==> src/rtl/vga_pkg.sv <==
// vga_pkg: default 800x600@72 timing constants, coordinate width and axis phase type
package vga_pkg;
  localparam int COORD_W  = 11;
  localparam int CLK_DIV_D = 2;
  localparam int H_SYNC_D = 120;
  localparam int H_BP_D   = 64;
  localparam int H_ACT_D  = 800;
  localparam int H_FP_D   = 56;
  localparam int V_SYNC_D = 6;
  localparam int V_BP_D   = 23;
  localparam int V_ACT_D  = 600;
  localparam int V_FP_D   = 37;
  typedef enum logic [1:0] {SYNC, BP, ACT, FP} phase_t;
endpackage

==> src/rtl/vga_axis_ctr.sv <==
// vga_axis_ctr: one raster axis -- position counter with sync/bp/act/fp phase tracking
module vga_axis_ctr import vga_pkg::*; (
  input  logic               clk,
  input  logic               rst_n,
  input  logic               step,
  input  logic [COORD_W-1:0] sync_len,
  input  logic [COORD_W-1:0] bp_len,
  input  logic [COORD_W-1:0] act_len,
  input  logic [COORD_W-1:0] fp_len,
  output logic [COORD_W-1:0] count,
  output logic               wrap,
  output logic               sync,
  output logic               active
);
  phase_t             phase, ph_n;
  logic [COORD_W-1:0] total, nxt;
  assign total = sync_len + bp_len + act_len + fp_len;
  assign wrap  = count == total - 1'b1;
  // next position and the phase it falls in; phases change only on boundary crossings
  always_comb begin
    nxt  = !step ? count : wrap ? '0 : count + 1'b1;
    ph_n = nxt == '0                          ? SYNC :
           nxt == sync_len                    ? BP   :
           nxt == sync_len + bp_len           ? ACT  :
           nxt == sync_len + bp_len + act_len ? FP   : phase;
  end
  // count, phase FSM and its decoded flags all update together so they describe the same position
  always_ff @(posedge clk) begin
    if (!rst_n) begin
      count  <= '0;
      phase  <= SYNC;
      sync   <= 1'b1;
      active <= 1'b0;
    end else begin
      count  <= nxt;
      phase  <= ph_n;
      sync   <= ph_n == SYNC;
      active <= ph_n == ACT;
    end
  end
endmodule

==> src/rtl/vga_timing_gen.sv <==
// vga_timing_gen: pixel divider plus horizontal/vertical axes producing VGA sync, coordinates and strobes
module vga_timing_gen import vga_pkg::*; #(
  parameter int   CLK_DIV = CLK_DIV_D,
  parameter int   H_SYNC  = H_SYNC_D,
  parameter int   H_BP    = H_BP_D,
  parameter int   H_ACT   = H_ACT_D,
  parameter int   H_FP    = H_FP_D,
  parameter int   V_SYNC  = V_SYNC_D,
  parameter int   V_BP    = V_BP_D,
  parameter int   V_ACT   = V_ACT_D,
  parameter int   V_FP    = V_FP_D,
  parameter logic HS_POL  = 1'b1,
  parameter logic VS_POL  = 1'b1
) (
  input  logic               clk,
  input  logic               rst_n,
  input  logic               en,
  output logic               pix_en,
  output logic [COORD_W-1:0] hc,
  output logic [COORD_W-1:0] vc,
  output logic               vidon,
  output logic               hsync,
  output logic               vsync,
  output logic               line_tick,
  output logic               frame_tick
);
  localparam int DW = CLK_DIV > 1 ? $clog2(CLK_DIV) : 1;
  logic [DW-1:0] d;
  logic h_wrap, v_wrap, h_sync, v_sync, h_act, v_act, v_step;
  assign pix_en = rst_n && en && d == DW'(CLK_DIV - 1);
  assign v_step = pix_en && h_wrap;
  assign hsync  = h_sync ? HS_POL : !HS_POL;
  assign vsync  = v_sync ? VS_POL : !VS_POL;
  assign vidon  = h_act && v_act;
  // pixel divider and line/frame strobes; ticks are high in the first cycle at the wrapped position
  always_ff @(posedge clk) begin
    if (!rst_n) begin
      d          <= '0;
      line_tick  <= 1'b0;
      frame_tick <= 1'b0;
    end else begin
      d          <= !en ? d : pix_en ? '0 : d + 1'b1;
      line_tick  <= v_step;
      frame_tick <= v_step && v_wrap;
    end
  end
  vga_axis_ctr u_h (
    .clk(clk), .rst_n(rst_n), .step(pix_en),
    .sync_len(COORD_W'(H_SYNC)), .bp_len(COORD_W'(H_BP)),
    .act_len(COORD_W'(H_ACT)), .fp_len(COORD_W'(H_FP)),
    .count(hc), .wrap(h_wrap), .sync(h_sync), .active(h_act)
  );
  vga_axis_ctr u_v (
    .clk(clk), .rst_n(rst_n), .step(v_step),
    .sync_len(COORD_W'(V_SYNC)), .bp_len(COORD_W'(V_BP)),
    .act_len(COORD_W'(V_ACT)), .fp_len(COORD_W'(V_FP)),
    .count(vc), .wrap(v_wrap), .sync(v_sync), .active(v_act)
  );
endmodule
==> config.mk <==
export PLATFORM = sky130hd
export DESIGN_NAME = vga_timing_gen
export DESIGN_NICKNAME = d
export VERILOG_FILES = /design/src/rtl/vga_pkg.sv /design/src/rtl/vga_axis_ctr.sv /design/src/rtl/vga_timing_gen.sv
export SDC_FILE = /design/constraint.sdc
export NUM_CORES = 1
export LEC_CHECK = 0
export CAP_MARGIN = 40
export CORE_MARGIN = 2
export CORE_UTILIZATION = 45
export DETAILED_ROUTE_END_ITERATION = 10
export GPL_TIMING_DRIVEN = 1
export PLACE_DENSITY_LB_ADDON = 0.08
export SLEW_MARGIN = 5
export SYNTH_ARGS = -nofsm -noshare
export SYNTH_HDL_FRONTEND = slang
export SYNTH_SLANG_ARGS = --single-unit
==> constraint.sdc <==
create_clock -name clk -period 2.7 [get_ports clk]
set_input_delay 0.27 -clock clk [delete_from_list [all_inputs] [get_ports clk]]
set_output_delay 0.27 -clock clk [all_outputs]
set_load 0.01 [all_outputs]
Word level (Yosys, flattened, before mapping)
Index checks and enable logic that the tools add are counted.
{"block": "op_classes", "mux": 15, "addsub": 3, "reduce_logical": 9, "n_eq_ne": 10}
{"operator": "11-bit two-way mux", "n": 4}
{"operator": "11-bit by 10-bit equality test with 1-bit output (second input constant)", "n": 3}
{"operator": "11-bit by 1-bit adder with 11-bit output (second input constant)", "n": 2}
{"operator": "11-bit logical NOT", "n": 2}
{"operator": "2-bit two-way mux", "n": 8}
{"operator": "11-bit equality test (second input constant)", "n": 1}
{"operator": "11-bit by 3-bit equality test with 1-bit output (second input constant)", "n": 1}
{"operator": "11-bit by 5-bit equality test with 1-bit output (second input constant)", "n": 1}
{"operator": "11-bit by 7-bit equality test with 1-bit output (second input constant)", "n": 1}
{"operator": "11-bit by 8-bit equality test with 1-bit output (second input constant)", "n": 1}
{"operator": "1-bit logical AND", "n": 5}
{"operator": "2-bit equality test (second input constant)", "n": 2}
{"operator": "2-bit logical NOT", "n": 2}
{"operator": "1-bit two-way mux", "n": 3}
{"operator": "1-bit adder (second input constant)", "n": 1}
{"block": "totals", "elab_cells": 48, "register_bits": 33, "out_inout_bits": 28, "input_bits": 3}

Longest topological paths before layout
Gate-level depths: netlist (run 1).
{"block": "depth", "ltp_word": 10, "ltp_mapped": 11, "ltp_nobuf": 9}

By module
Synthesis (run 1) repeated with hierarchy kept, for this count alone.
{"block": "unflattened", "cells_unflattened": 911, "area_unflattened_um2": 6929.1}
{"module": "vga_axis_ctr (u_h)", "seq_area_each_um2": 300.3, "cells_each": 451, "area_each_um2": 3407.0, "instances": 1}
{"module": "vga_axis_ctr (u_v)", "seq_area_each_um2": 300.3, "cells_each": 448, "area_each_um2": 3403.3, "instances": 1}
{"module": "vga_timing_gen", "seq_area_each_um2": 60.1, "cells_each": 12, "area_each_um2": 118.9, "instances": 1}

Least setup slack after synthesis (run 1)
No wires, ideal clock.
{"block": "synth_path", "path_kind": "register to register", "start": "register u_h.count[7]", "end": "register u_v.phase[0]", "required_ps": 2584, "path_buffers": 1, "setup_time_ps": 116, "stages_incl_launch_ff": 9, "t_arrival_ps": 2813, "period_less_slack_ps": 2929, "slack_ps": -229, "cell_sequence": "dfxtp_1 > or4b_1 > or4_4 > buf_6 > o21ai_1 > o2111ai_1 > or4_4 > o31a_1 > o211a_1"}
{"block": "synth_via", "elab_chain_cells": 8, "elab_cells_between_ends": 11, "classes_between": "4 x eq/ne; 5 x mux; 2 x reduce/logical"}
{"item": "start, declared", "line_no": "vga_axis_ctr.sv:10", "text": "output logic [COORD_W-1:0] count,"}
{"item": "start signal, assigned", "line_no": "vga_axis_ctr.sv:35", "text": "count <= nxt;"}
{"item": "11-bit equality test (*)", "line_no": "vga_axis_ctr.sv:18", "text": "assign wrap = count == total - 1'b1;"}
{"item": "1-bit logical AND (*)", "line_no": "vga_timing_gen.sv:31", "text": "assign v_step = pix_en && h_wrap;"}
{"item": "11-bit two-way mux (*)", "line_no": "vga_axis_ctr.sv:21", "text": "nxt = !step ? count : wrap ? '0 : count + 1'b1;"}
{"item": "11-bit by 10-bit equality test with 1-bit output", "line_no": "vga_axis_ctr.sv:25", "text": "nxt == sync_len + bp_len + act_len ? FP : phase;"}
{"item": "2-bit two-way mux", "line_no": "vga_axis_ctr.sv:25"}
{"item": "2-bit two-way mux", "line_no": "vga_axis_ctr.sv:24", "text": "nxt == sync_len + bp_len ? ACT :"}
{"item": "2-bit two-way mux", "line_no": "vga_axis_ctr.sv:23", "text": "nxt == sync_len ? BP :"}
{"item": "2-bit two-way mux (*)", "line_no": "vga_axis_ctr.sv:22", "text": "ph_n = nxt == '0 ? SYNC :"}
{"item": "end signal, assigned", "line_no": "vga_axis_ctr.sv:36", "text": "phase <= ph_n;"}
{"item": "end, declared", "line_no": "vga_axis_ctr.sv:15", "text": "phase_t phase, ph_n;"}
Every way passes the cells marked *; elsewhere a longest branch is shown, timed or not.
A chain may end at the register's enable or synchronous reset.

Worst setup path in the final report (run 1)
{"block": "layout_path", "start": "register u_h.count[7]", "end": "register u_v.sync"}
{"block": "layout_via", "elab_chain_cells": 9, "elab_cells_between_ends": 12, "classes_between": "4 x eq/ne; 5 x mux; 3 x reduce/logical"}
{"item": "11-bit equality test (*)", "line_no": "vga_axis_ctr.sv:18"}
{"item": "1-bit logical AND (*)", "line_no": "vga_timing_gen.sv:31"}
{"item": "11-bit two-way mux (*)", "line_no": "vga_axis_ctr.sv:21"}
{"item": "11-bit by 10-bit equality test with 1-bit output", "line_no": "vga_axis_ctr.sv:25"}
{"item": "2-bit two-way mux", "line_no": "vga_axis_ctr.sv:25"}
{"item": "2-bit two-way mux", "line_no": "vga_axis_ctr.sv:24"}
{"item": "2-bit two-way mux", "line_no": "vga_axis_ctr.sv:23"}
{"item": "2-bit two-way mux (*)", "line_no": "vga_axis_ctr.sv:22"}
{"item": "2-bit logical NOT (*)", "line_no": "vga_axis_ctr.sv:37", "text": "sync <= ph_n == SYNC;"}
{"item": "end signal, assigned", "line_no": "vga_axis_ctr.sv:32", "text": "sync <= 1'b1;"}
{"item": "end signal, assigned", "line_no": "vga_axis_ctr.sv:37"}
{"item": "end, declared", "line_no": "vga_axis_ctr.sv:12", "text": "output logic sync,"}
Marks and branches as above.

==> results.ini, run 1 <==
[run_status]
status = finished, violations left
violations = setup timing

[final_layout]
utilization = 0.7362
regArea_um2 = 668.1
nFillCells = 351
multi_input_area_um2 = 1536
drive_above_1_share = 0.3083
nNetsFinal = 365
antenna_cells_inserted = 0
synthToLayoutAreaGrowth_pct = 54.73

[cts]
cts_made_buffers = 5
clk_pin_slew_worst_paths_ns = 0.07
cts_max_level = 2
cts_root_buf = clkbuf_8
clock_latency_ns = 0.28
cts_max_path_buffers = 2
clock_sink_count = 33
cts_tree = done
cts_hold_buf = 0

[detailed_routing]
dr.pass1.iters = 4
vias_per_cell = 5.920
ant_nets = 0
vias = 2439
drt_iter0_markers = 139
wl_per_cell_um = 16.23
finalWirelength_um = 6685
drc = 0

[power]
total_power_uw = 888.3
p_per_area_nw_per_um2 = 271.5
intPower_uw = 685.4
leakage_nw = 1.252
power.share.clock = 0.402
p_switching_uw = 202.9
p_comb_frac = 0.046
swShare = 0.2284
peakVddDrop_uv = 259.4
pwr-share-seq = 0.552

[yosys]
syn_area_per_cell_um2 = 7.861
yosys-top-cells-area = dfxtp_1 31%, nor2_1 5.0%, nand3_1 3.6%, a21oi_1 3.3%, nand2_1 3.2%
netlist.area_leader.share = 0.3124
ys_seq_area_frac = 0.3124
synthFlopType = dfxtp_1
synth-seq-cells = 33
synth_async_sr_flop_share = 0
syn_nets = 275
syn_area_um2 = 2115
yosys_warnings = 0
synth_edf_count = 0
yosysTopAreaCell = dfxtp_1
synth_cell_types = 58
synthCells = 269

[worst_setup_path]
crit_chain = or4b_4 -> buf_4 -> o41ai_1 -> o32ai_4 -> o2bb2ai_2 -> buf_4 -> o21ai_2 -> o41ai_2
crit_fanout = 3
critPathKind = reg -> reg
worstPathArrival_ns = 3.10
slowest_stage = o41ai_1
crit_path_frequent_cell = buf_4
critical-path-max-stage-delay_ns = 0.71
cp-start-kind = flop
worst_ep_required_time_ns = 2.88
end_kind = flop
ff2ff_path_depth = 8

[die]
start_util = 0.4758
die_width_um = 72.55
core_area_um2 = 4444
dieArea_um2 = 5264
dieHeight_um = 72.55
io_pins = 31
row_count = 24

[sta]
fin_crit_ns = 2.923
worst_pin_slew_ns = 0.7908
finalHoldViolCount = 0
slew_violations = 0
finalSetupViolations = 5
max_clock_freq_mhz = 342.1
min_period_over_period = 1.083
fin_skew_ns = 0.007691
worst_slack_ns = -0.2229
rsz0062_at_grt = true
relSlewSlack = 0.4659

[grt]
grt_pass1_wl_um = 10580
grt_max_degree = 15
grt_overflow_total = 0
antenna_found_initial = 0
track_usage = 0.2550
first_global_vias = 2246

[placed_design]
numPortBuffers = 30
gp_congestion = 0.8696
dp_hpwl_um = 4489

[job]
drv_cap = 0

[worst_hold_path]
hold_class = reg -> reg
hold_depth = 2

[worst max-delay path: cells and delay by family (launching register included)]
family | cells | cell delay (ns)
AND/OR/NAND/NOR | 1 | 0.54
flip-flops | 1 | 0.32
AO/OA/AOI/OAI | 5 | 1.61
buffers and inverters | 2 | 0.34
[sequential cells by signal (all words and copies together) (netlist names)]
| register | cells |
|---|---|
| u_h.sync | 1 |
| u_v.active | 1 |
| line_tick | 1 |
| frame_tick | 1 |
| u_h.count | 11 |
| u_h.phase | 2 |
| u_v.sync | 1 |
| u_v.count | 11 |
| u_h.active | 1 |
| u_v.phase | 2 |
| d | 1 |
[cell usage in the layout, fill, tap and decap left out, types with 7 or more instances in the layout]
cell	n
a21oi_1	14
buf_4	64
clkdlybuf4s50_1	30
dfxtp_1	29
inv_1	10
nand2_1	18
nand3_1	15
nand4_1	9
nor2_1	27
nor3_1	11
o21ai_0	11
or3_1	7
xnor2_1	7
[metal layers]
layer  vias to the layer above  global-route usage  routed length, um
met5                         -                   0                  0
met4                         0             0.06790                127
met3                        13             0.03889                320
met2                        79              0.4485               3337
met1                      1156              0.3234               2900
li1                       1191                   -                  -
[final cells by class]
type / instances / share of cell area
multi-input combinational: 210 / 0.4696
tap: 52 / 0.01989
inverter: 11 / 0.01644
timing repair buffer: 98 / 0.2646
sequential: 33 / 0.2042
clock inverter: 2 / 0.003059
clock buffer: 6 / 0.02218
[what timing repair did]
| action | CTS | global route |
|---|---|---|
| cloned | 1 | 1 |
| pin swaps | 10 | 17 |
| setup endpoints to repair | 7 | 8 |
| setup buffers | 3 | 6 |
| resized for setup | 18 | 19 |
[logic make-up (layout without fill, tap and decap cells)]
group                      count (synthesis)  after routing  synth area share
DFF                                       33             33            0.3124
muxes                                      2              2          0.009468
AOI/OAI and AO/OA                         66             66            0.2213
and+or+nand+nor                          128            129            0.3456
adders and majority gates                  3              3           0.01775
xor gates and xnor gates                  10             10           0.04142
buffers and inverters                     27            117           0.05207
[synth_stat cells, types with 3 or more instances]
cell type / number
dfxtp_1: 33
nor2_1: 28
nand2_1: 18
nand3_1: 15
a21oi_1: 14
clkbuf_1: 14
o21ai_0: 13
nor3_1: 11
inv_1: 10
nand4_1: 9
or3_1: 8
xnor2_1: 7
and3_1: 5
o31ai_1: 5
and2_1: 4
o31a_1: 4
a311oi_1: 3
and4_1: 3
ha_1: 3
nand3b_1: 3
nor4_1: 3
o41ai_1: 3
xor2_1: 3
[power by group through the flow]
stage	registers (mW)	clock network, mW	logic (mW)
floorplan	0.502	0	0.0175
global placement	0.501	0	0.0373
detailed placement	0.501	0	0.0377
CTS	0.490	0.369	0.0402
global route	0.490	0.386	0.0451
finish	0.490	0.357	0.0410
[path summary, 6_finish.rpt]
kind / startpoint / endpoint / slack, ns
hold / removal: u_h.phase[1] / u_h.active / 0.49
hold reg to reg: u_h.phase[1] / u_h.active / 0.49
setup reg to reg: u_h.count[7] / u_v.sync / -0.22
setup / recovery: u_h.count[7] / u_v.sync / -0.22
[through the flow]
step	std cells	hold WS (ns)	area, um^2	setup WS, ns	TNS, ns
floorplan	269	0.4068	2136	-0.1028	-0.3398
CTS	405	0.4922	3080	-0.2053	-1.114
detailed placement	393	0.4602	2870	-0.3144	-1.966
global placement	393	0.4523	2870	-0.2594	-1.623
finish	412	0.4930	3272	-0.2229	-0.7457
global route	412	0.5530	3272	-0.3033	-1.313
Power figures use the tool's default switching activity.
==> run 2: changes to the inputs <==
--- a/config.mk
+++ b/config.mk
@@ -9,6 +9,7 @@
 export CORE_MARGIN = 2
 export CORE_UTILIZATION = 45
 export DETAILED_ROUTE_END_ITERATION = 10
+export DONT_BUFFER_PORTS = 1
 export GPL_TIMING_DRIVEN = 1
 export PLACE_DENSITY_LB_ADDON = 0.08
 export SLEW_MARGIN = 5
==> constraint.sdc (replaced) <==
create_clock -name clk -period 2.7 [get_ports clk]
set_input_delay 0.54 -clock clk [delete_from_list [all_inputs] [get_ports clk]]
set_output_delay 0.54 -clock clk [all_outputs]
set_load 0.01 [all_outputs]
==> run 2 against run 1 <==
  * The flow still finishes with violations (setup timing)
  * Combinational power is 31% lower
  * Wire length is 8.1% lower
  * Total power is 0.34% lower
  * Clock power is 3% higher
  * Utilization fell by 13 points
  * Worst hold slack worse by 0.12 ns
  * Critical path depth down 1
  * Die area is the same
  * Final cell count shrank 9.7%
  * Cell area decreased by 17%
  * Fmax is 0.92% higher
  * Flip-flop and latch count unchanged
  * Critical path type unchanged
  * Critical endpoint is now u_v.phase[0]
==> results.ini, run 2 (same netlist as run 1, synthesis figures left out) <==
[run_status]
status = finished, violations left  ; unchanged
violations = setup timing  ; unchanged

[die]
io_pins = 31  ; unchanged
row_count = 24  ; unchanged
core_area_um2 = 4444  ; unchanged
dieHeight_um = 72.55  ; unchanged
start_util = 0.4758  ; unchanged
die_width_um = 72.55  ; unchanged
dieArea_um2 = 5264  ; unchanged

[sta]
relSlewSlack = 0.6813  ; was 0.4659
tns_ns = -0.6983  ; was -0.7457 ns
min_period_over_period = 1.073  ; was 1.083
finalHoldViolCount = 0  ; unchanged
slew_violations = 0  ; unchanged
worst_slack_ns = -0.1963  ; was -0.2229 ns
fin_crit_ns = 2.896  ; was 2.923 ns
finalSetupViolations = 8  ; was 5
max_clock_freq_mhz = 345.3  ; was 342.1 MHz
worst_pin_slew_ns = 0.4718  ; was 0.7908 ns
fin_skew_ns = 0.006478  ; was 0.007691 ns
rsz0062_at_grt = true  ; unchanged

[power]
leakage_nw = 1.037  ; was 1.252 nW
pwr-share-seq = 0.553  ; was 0.552
swShare = 0.2337  ; was 0.2284
intPower_uw = 678.4  ; was 685.4 uW
p_per_area_nw_per_um2 = 327.3  ; was 271.5 nW/um^2
peakVddDrop_uv = 207.8  ; was 259.4 uV
p_comb_frac = 0.032  ; was 0.046
total_power_uw = 885.3  ; was 888.3 uW
p_switching_uw = 206.9  ; was 202.9 uW
power.share.clock = 0.415  ; was 0.402

[placed_design]
gp_congestion = 0.8724  ; was 0.8696
placed_cells = 358  ; was 393
pre_cts_ws_ns = -0.1941  ; was -0.3144 ns
dp_hpwl_um = 4345  ; was 4489 um
numPortBuffers = 0  ; was 30

[worst_setup_path]
worstPathArrival_ns = 3.09  ; was 3.10 ns
crit_buf_inv = 0  ; was 2
critical-path-max-stage-delay_ns = 0.59  ; was 0.71 ns
critPathKind = reg -> reg  ; unchanged
cp-start-kind = flop  ; unchanged
worst_ep_required_time_ns = 2.89  ; was 2.88 ns
path_delay_family = simple AND/OR/NAND/NOR gates  ; was compound AO/OA/AOI/OAI gates
crit_chain = or4b_4 -> or4_4 -> a21o_1 -> a21o_1 -> or4_4 -> o31a_1 -> o211a_1  ; was or4b_4 -> buf_4 -> o41ai_1 -> o32ai_4 -> o2bb2ai_2 -> buf_4 -> o21ai_2 -> o41ai_2
slowest_stage = or4_4  ; was o41ai_1
end_kind = flop  ; unchanged
crit_fanout = 5  ; was 3

[cts]
clock_latency_ns = 0.29  ; was 0.28 ns
cts_made_buffers = 5  ; unchanged
cts_root_buf = clkbuf_8  ; unchanged
cts_max_path_buffers = 2  ; unchanged
clk_pin_slew_worst_paths_ns = 0.07  ; about the same
clock_sink_count = 33  ; unchanged
cts_hold_buf = 0  ; unchanged
cts_max_level = 2  ; unchanged
cts_tree = done  ; unchanged

[final_layout]
largest_registers = u_h.count: 11 flops, u_v.count: 11 flops  ; unchanged
utilization = 0.6087  ; was 0.7362
final_cell_mix = 57 x buf_4, 29 x dfxtp_1, 27 x nor2_1  ; was 64 x buf_4, 30 x clkdlybuf4s50_1, 29 x dfxtp_1
nFillCells = 404  ; was 351
drive_above_1_share = 0.2719  ; was 0.3083
layout_commonest_cell = buf_4  ; unchanged
synthToLayoutAreaGrowth_pct = 27.93  ; was 54.73%
final_cells = 372  ; was 412
nNetsFinal = 325  ; was 365
antenna_cells_inserted = 0  ; unchanged

[grt]
grt_max_degree = 15  ; unchanged
grt_pass1_wl_um = 9777  ; was 10580 um
track_usage = 0.2398  ; was 0.2550
first_global_vias = 2085  ; was 2246
grt_overflow_total = 0  ; unchanged
antenna_found_initial = 0  ; unchanged

[detailed_routing]
vias_per_cell = 6.027  ; was 5.920
vias = 2242  ; was 2439
finalWirelength_um = 6141  ; was 6685 um
drt_iter0_markers = 105  ; was 139
ant_nets = 0  ; unchanged
dr.pass1.iters = 4  ; unchanged
drc = 0  ; unchanged
wl_per_cell_um = 16.51  ; was 16.23 um

[job]
drv_cap = 0  ; unchanged

[worst_hold_path]
hold_class = in -> reg  ; was reg -> reg

run 2: cell types whose count changed in the layout (fill, tap and decap cells not counted), moves of 2 or more:
cell / previous run / this run
a211oi_1: 0 / 2
a211oi_2: 2 / 0
buf_12: 3 / 0
buf_4: 64 / 57
clkdlybuf4s50_1: 30 / 0
o21ai_1: 0 / 2
o21ai_4: 2 / 0
o31ai_1: 1 / 3
o41ai_1: 1 / 3
o41ai_2: 2 / 0
run 2: layout make-up:
cell class | count | area [um^2] | area share
clock buffers | 6 | 72.57 | 0.02683
clock inverters | 2 | 10.01 | 0.003700
inverters | 11 | 41.29 | 0.01526
multi-input cells | 211 | 1420 | 0.5250
flip-flops and latches | 33 | 668.1 | 0.2470
well taps | 52 | 65.06 | 0.02405
repair buffers | 57 | 427.9 | 0.1582
run 2: final timing paths:
check / start / to / slack, ns / cells after the start
setup / recovery: u_h.count[7] / u_v.phase[0] / -0.20 / 7
hold reg to reg: u_h.phase[1] / u_h.active / 0.49 / 2
hold / removal: rst_n / u_v.phase[1] / 0.37 / 2
setup reg to reg: u_h.count[7] / u_v.phase[0] / -0.20 / 7
run 2: per-layer routing:
| layer | up-vias | global-route usage | routed length [um] |
|---|---|---|---|
| met5 | - | 0 | 0 |
| met4 | 0 | 0.08436 | 80 |
| met3 | 10 | 0.06528 | 334 |
| met2 | 71 | 0.3879 | 2911 |
| met1 | 1046 | 0.3064 | 2814 |
| li1 | 1115 | - | - |
run 2: stage by stage:
step,area (um^2),hold WS (ns)
final,2705,0.3698
after global routing,2705,0.3626
after CTS,2663,0.3747
after detailed placement,2522,0.4794
after global placement,2522,0.4699
after floorplan,2160,0.4403
run 2: power by group through the flow:
stage                     combinational [mW]  sequential (mW)  clock [mW]
after CTS                             0.0283            0.489       0.375
after floorplan                       0.0205            0.502           0
after global placement                0.0271            0.500           0
after global routing                  0.0314            0.489       0.403
final                                 0.0284            0.489       0.368
after detailed placement              0.0277            0.500           0
run 2: what timing repair did:
action,in CTS,in global routing
cloned,2,0
pin swaps,3,10
gates resized for setup,8,6
buffers inserted,2,2
endpoints found under the setup margin,6,8
